### src/rtl/sm_reg_snapshot.sv
// sm_reg_snapshot: walks all 32 cpu debug registers through the debug read
// port and copies them into a 32x32 shadow buffer. The display reads the
// shadow through a registered port, so it always sees a stable image that is
// independent of the divided cpu clock.
//
// Each register takes SETTLE+2 cycles: one ADDR cycle to drive regAddr,
// SETTLE WAIT cycles so the cpu-side mux can settle, and one CAPTURE cycle.
//
// Optional feature (macro SM_REG_SNAPSHOT_CHANGE_EN): per-register "changed
// since previous snapshot" mask. Without the macro the changed port reads 0
// and no comparators are built.
module sm_reg_snapshot #(
  parameter int unsigned SETTLE = 2   // legal range 1..15
) (
  input  logic        clk,
  input  logic        rst,
  input  logic        start,
  output logic [4:0]  regAddr,
  input  logic [31:0] regData,
  input  logic [4:0]  rdAddr,
  output logic [31:0] rdData,
  output logic        busy,
  output logic        done,
  output logic [31:0] changed
);

  typedef enum logic [2:0] {
    S_IDLE,
    S_ADDR,
    S_WAIT,
    S_CAPTURE,
    S_DONE
  } state_t;

  // WAIT runs while wcnt counts down to zero, giving SETTLE cycles in WAIT
  localparam logic [3:0] WLOAD = 4'(SETTLE - 1);

  state_t      state_q, state_d;
  logic [4:0]  idx_q, idx_d;
  logic [3:0]  wcnt_q, wcnt_d;
  logic        cap_en;
  logic [31:0] shadow_q [32];
  logic [31:0] rdData_q;

  // Next-state and Moore outputs; start is only looked at in IDLE, so a
  // request during a snapshot (or in DONE) is dropped rather than queued
  always_comb begin
    state_d = state_q;
    idx_d   = idx_q;
    wcnt_d  = wcnt_q;
    cap_en  = 1'b0;
    regAddr = 5'd0;
    busy    = 1'b0;
    done    = 1'b0;
    case (state_q)
      S_IDLE: begin
        if (start) begin
          state_d = S_ADDR;
          idx_d   = 5'd0;
        end
      end
      S_ADDR: begin
        regAddr = idx_q;
        busy    = 1'b1;
        wcnt_d  = WLOAD;
        state_d = S_WAIT;
      end
      S_WAIT: begin
        regAddr = idx_q;
        busy    = 1'b1;
        if (wcnt_q == 4'd0) state_d = S_CAPTURE;
        else                wcnt_d  = wcnt_q - 4'd1;
      end
      S_CAPTURE: begin
        regAddr = idx_q;
        busy    = 1'b1;
        cap_en  = 1'b1;
        if (idx_q == 5'd31) begin
          state_d = S_DONE;
        end else begin
          idx_d   = idx_q + 5'd1;
          state_d = S_ADDR;
        end
      end
      S_DONE: begin
        done    = 1'b1;
        state_d = S_IDLE;
      end
      default: state_d = S_IDLE;
    endcase
  end

  // Sequencer registers
  always_ff @(posedge clk) begin
    if (rst) begin
      state_q <= S_IDLE;
      idx_q   <= 5'd0;
      wcnt_q  <= 4'd0;
    end else begin
      state_q <= state_d;
      idx_q   <= idx_d;
      wcnt_q  <= wcnt_d;
    end
  end

  // Shadow buffer; reset wipes it so an aborted snapshot leaves no partial image
  always_ff @(posedge clk) begin
    if (rst) begin
      for (int i = 0; i < 32; i++) shadow_q[i] <= '0;
    end else if (cap_en) begin
      shadow_q[idx_q] <= regData;
    end
  end

  // Registered display read; sees the pre-write word when it collides with a capture
  always_ff @(posedge clk) begin
    if (rst) rdData_q <= '0;
    else     rdData_q <= shadow_q[rdAddr];
  end

  assign rdData = rdData_q;

`ifdef SM_REG_SNAPSHOT_CHANGE_EN
  logic [31:0] changed_q;

  // Change mask: a bit is rewritten only when its register is captured
  always_ff @(posedge clk) begin
    if (rst)         changed_q        <= '0;
    else if (cap_en) changed_q[idx_q] <= (regData != shadow_q[idx_q]);
  end

  assign changed = changed_q;
`else
  assign changed = 32'h0;
`endif

endmodule

### config.mk
export PLATFORM = sky130hd
export DESIGN_NAME = sm_reg_snapshot
export DESIGN_NICKNAME = d
export VERILOG_FILES = /design/src/rtl/sm_reg_snapshot.sv
export SDC_FILE = /design/constraint.sdc
export NUM_CORES = 1
export LEC_CHECK = 0
export ABC_AREA = 0
export ABC_CLOCK_PERIOD_IN_PS = 4200
export CORE_MARGIN = 5
export CORE_UTILIZATION = 30
export DETAILED_ROUTE_END_ITERATION = 16
export HOLD_SLACK_MARGIN = 0.03
export PLACE_DENSITY = 0.4
export SETUP_SLACK_MARGIN = 0.15
export SLEW_MARGIN = 40
export SYNTH_ARGS = -nofsm -noshare
export SYNTH_HDL_FRONTEND = slang
export SYNTH_SLANG_ARGS = --single-unit
export TNS_END_PERCENT = 20
### constraint.sdc
create_clock -name clk -period 4.2 [get_ports clk]
set_clock_uncertainty 0.05 [all_clocks]
set_input_delay 0.84 -clock clk [delete_from_list [all_inputs] [get_ports clk]]
set_output_delay 0.84 -clock clk [all_outputs]
set_load 0.05 [all_outputs]
## Word-level counts from Yosys, hierarchy flattened

Memories as Yosys holds them, arrays and structs flattened. A register that Yosys moved wholly into a read port is not among the register bits.
Cells that the tools add are included.

- Register bits: 12
- Bits in writable memories: 1024
- Output and inout port bits: 71
- Logic and storage cells: 45
- Memories kept: 1

- $add $sub $neg: 2
- Eq/ne operators: 9
- Mux-type cells: 21
- Reduce and logical (&&, ||, !) cells: 9

Memory list:

| name | depth | bits a word | read ports | clocked after Yosys merged registers in | wr ports | RTL line | text |
|---|---|---|---|---|---|---|---|
| shadow_q | 32 | 32 | 1 | 1 | 32 | 42 | `logic [31:0] shadow_q [32];` |

Operators by type and width:

| kind | number |
|---|---|
| 2-to-1 mux 32 bit | 1 |
| OR reduction 32 bit | 1 |
| 2-to-1 mux 5 bit | 4 |
| one-hot mux 3 bit (4 select lines) | 1 |
| one-hot mux 5 bit (2 select lines) | 1 |
| 2-to-1 mux 1 bit | 9 |
| 2-to-1 mux 3 bit | 3 |
| inequality test 2 bit, second input constant | 4 |
| one-hot mux 4 bit (2 select lines) | 1 |
| equality test 3 x 2 -> 1 bit, second input constant | 2 |
| adder 5 x 1 -> 5 bit, second input constant | 1 |
| equality test 5 bit, second input constant | 1 |
| zero test 4 bit | 1 |
| 2-to-1 mux 4 bit | 1 |
| AND reduction 2 bit | 2 |
| nonzero test 2 bit | 2 |
| subtractor 4 x 1 -> 4 bit, second input constant | 1 |
| equality test 3 x 1 -> 1 bit, second input constant | 1 |
| equality test 3 bit, second input constant | 1 |
| zero test 3 bit | 1 |
| AND reduction 3 bit | 1 |
| OR reduction 3 bit | 1 |

## Longest topological paths before layout

- Depth after elaboration: 7
- Gate-level depth with buffers: 8

## Worst setup path before layout

OpenSTA, ideal clock, no wires.

- Path kind: register to output
- Start: register state_q[2]
- End: output port regAddr[2]
- Arrival time: 1.786 ns
- Required time: 3.310 ns
- Slack: 1.524 ns
- Cell stages (with the launch flop): 4
- Path buffers: 1
- Cell sequence: dfxtp_1 > clkbuf_1 > nor2_1 > and2_1

- Longest elaborated chain between the ends: 3

RTL lines:

| element | RTL line | text |
|---|---|---|
| start, declared | 38 | `state_t state_q, state_d;` |
| start signal, assigned | 100 | `state_q <= state_d;` |
| equality test 3 x 2 -> 1 bit / equality test 3 x 1 -> 1 bit (equally long branches) | 55 | `case (state_q)` |
| OR reduction 3 bit (no line) (*) | -- |  |
| 2-to-1 mux 5 bit (*) | 55 |  |
| end, declared | 18 | `output logic [4:0] regAddr,` |

Mark *: on every way between the ends. The rest lies on a longest branch, timed or not.

## Worst setup path after layout

- Start: register state_q[0]
- End: output port regAddr[2]

Same word-level chain as after synthesis.

==> qor.csv <==
metric;value;unit
capturing point of the worst reg2reg path;shadow_q[22][1];
Worst Hold Slack;0.471;ns
Initial Util;0.301;
CTS buffer count;120;
total of warnings raised by yosys;0;
vias;25900;
NetSw;5780;uW
clock network fraction of total power;0.424;
Power per Cell Area;440;nW/um2
Hold Vio Cnt, Final;0;
root buffer cell;clkbuf_16;
filler cell count;15100;
Worst EP arrival;3.00;ns
clk sink count;1068;
Worst-path clk slew;0.06;ns
CP Capture Type;output port;
Multi-input gate area;15100;um2
layout cells sized above 1;0.190;
DRT Pass-1 Iters;5;
area grow syn2layout;15.1;%
Max-Cap Viols;0;
hold_sp;idx_q[0];
cell family with most CP delay;simple AND/OR/NAND/NOR gates;
Die Y;411;um
FF/Latch Area;31600;um2
cells on worst reg2reg path;5;
Setup crit start kind;register;
Critical path destination;regAddr[2];
met1 Resource Use GR;0.240;
Routed Wire Length;149;mm
biggest cell delay along the critical path;0.83;ns
total negative slack;0;ns
Clock Path Buffers;3;
status;completed;
IO Pins;111;
busiest grt layer;met2;
Cell variety after synth;48;
Antenna Nets Post-Route;0;
share of power burned in registers;0.498;
Clk Latency, worst-skew pair;0.74;ns
Avg WL per Cell;27.6;um
net total in the final layout;3171;
DRC Markers;0;
Most common cell on crit path;nor2_1;
fmax;257;MHz
VDD IR max;0.352;mV
core outline area;160000;um2
Leak;0.0200;uW
H-tree Lvls;3;
Post-CTS Resized;0;
critical path class;register to output port;
number of synthesized flops with an enable pin;1024;
WP buf/inv;1;
Post-synth top flop;edfxtp_1;
largest net degree at the start of global routing;51;
Net Sw Frac;0.237;
Crit Path Max Fanout;9;
Overall Global Routing Usage;0.175;
CP Depth;4;
min-delay worst type;register to register;
die area;169000;um2
first-pass GRT wire length;211;mm
CTS Hold Bufs;0;
GRT overflow;0;
Syn Inst Count;3098;
vias in the first global route;27600;
Rel. slew slack;0.464;
CP max-delay cell;clkdlybuf4s50_1;
sequential share of the synthesized area;0.656;
flop-to-flop setup slack;1.32;ns
Avg Inst Size Synth;15.6;um2
Final HPWL DP;89.2;mm
worst setup margin;0.309;ns
number of DRC markers in iteration 0;1954;
RSZ-0062 raised after global routing;false;
Max Slew Vio Count;0;
row count;147;
Die Span X;411;um
Tcrit/Tclk final;0.926;
Via density;4.79;
Post-Syn Area;48200;um2
Placer Congestion;0.733;
RR Startpoint;state_q[2];
flop and latch count out of synthesis;1068;
Async SR Flop Fraction;0;
Critical Path Source;state_q[0];
crit path time final;3.89;ns
CTS tree;yes;
number of I/O port buffers;78;
Pint;18600;uW
final core utilization;0.346;
Post CTS Setup Buffer Count;0;
GR Util met3;0.0235;
Crit path required time;3.31;ns
pre-CTS setup slack;0.661;ns
worst slew pin tran;0.804;ns
Comb pwr share;0.078;
Finish-stage setup viols;0;
crit path cell chain;nor2_1, nor2_1, and2_1, clkdlybuf4s50_1;
met2 Resource Use GR;0.297;
initial antenna violation count;11;
## how the worst min path moves through the flow
stage                           to  slack, ns  depth (start not counted)
after global routing      idx_q[0]       0.50                          2
after floorplan           idx_q[0]       0.43                          2
final                     idx_q[0]       0.47                          2
after CTS                 idx_q[0]       0.47                          2
after global placement    idx_q[0]       0.45                          2
after detailed placement  idx_q[0]       0.46                          2
## tightest hold or removal path: stages (launching register included)
cell	delay, ns
dfxtp_1	0.35
nand2_1	0.07
a21oi_1	0.05
## registers in the layout, indices dropped and copies added (netlist names)
name / count
shadow_q: 1024
wcnt_q: 4
rdData: 32
idx_q: 5
state_q: 3
## placed cells by master, fill, tap and decap left out, types with 34 or more instances in the layout
cell type	Yosys	layout
a22oi_1	34	34
and2_1	1030	1030
buf_12	2	35
buf_4	57	95
clkbuf_16	0	121
clkdlybuf4s50_1	0	59
dfxtp_1	44	44
edfxtp_1	1024	1024
mux2i_1	128	128
mux4_2	215	215
## Yosys cell counts, types with 25 or more instances
cell type	number	area (um2)
dfxtp_1	44	881
a221o_1	32	320
edfxtp_1	1024	30700
buf_4	57	428
and2_1	1030	6440
mux4_2	215	4840
a22oi_1	34	255
mux2i_1	128	1280
clkbuf_1	216	811
or2_2	33	206
a221oi_1	25	219
a31oi_1	32	200
buf_2	32	160
nor2_1	47	176
## power groups by stage
stage	combinational (uW)	sequential, uW	clock [uW]
2_1_floorplan	1080	12400	0
3_3_place_gp	1930	12400	0
3_5_place_dp	1940	12400	0
4_1_cts	1950	12200	10600
5_1_grt	2020	12200	11100
6_report	1900	12100	10400
## metrics by stage
stage | cells | total power [uW] | instance area [um2]
finish | 5392 | 24400 | 55500
global route | 5386 | 25300 | 55500
CTS | 5386 | 24700 | 55500
detailed placement | 5162 | 14300 | 51600
global placement | 5162 | 14300 | 51600
floorplan | 3129 | 13500 | 48300
## final cells by class
class | instances | share of cell area
clock inverter | 58 | 0.00918
clock buffer | 166 | 0.0603
tap | 2160 | 0.0487
inverter | 7 | 0.000496
timing repair buffer | 207 | 0.0381
antenna | 6 | 0.000271
sequential | 1068 | 0.570
multi-input combinational | 1720 | 0.273
## layer usage
metal	vias up	wire, um
li1	11400	-
met1	13700	67200
met2	599	72900
met3	143	6270
met4	0	2730
met5	-	0
## logic make-up (layout without fill, tap and decap cells)
family	count (synthesis)	after routing	synth area share
muxes	352	352	0.132
buffers and inverters	341	438	0.0365
AOI/OAI and AO/OA	164	164	0.0258
DFF	1068	1068	0.656
other	1	38	0.0000778
and+or+nand+nor	1160	1160	0.147
adders and majority gates	7	7	0.00182
xor gates and xnor gates	5	5	0.000908
Power figures use the tool's default switching activity.
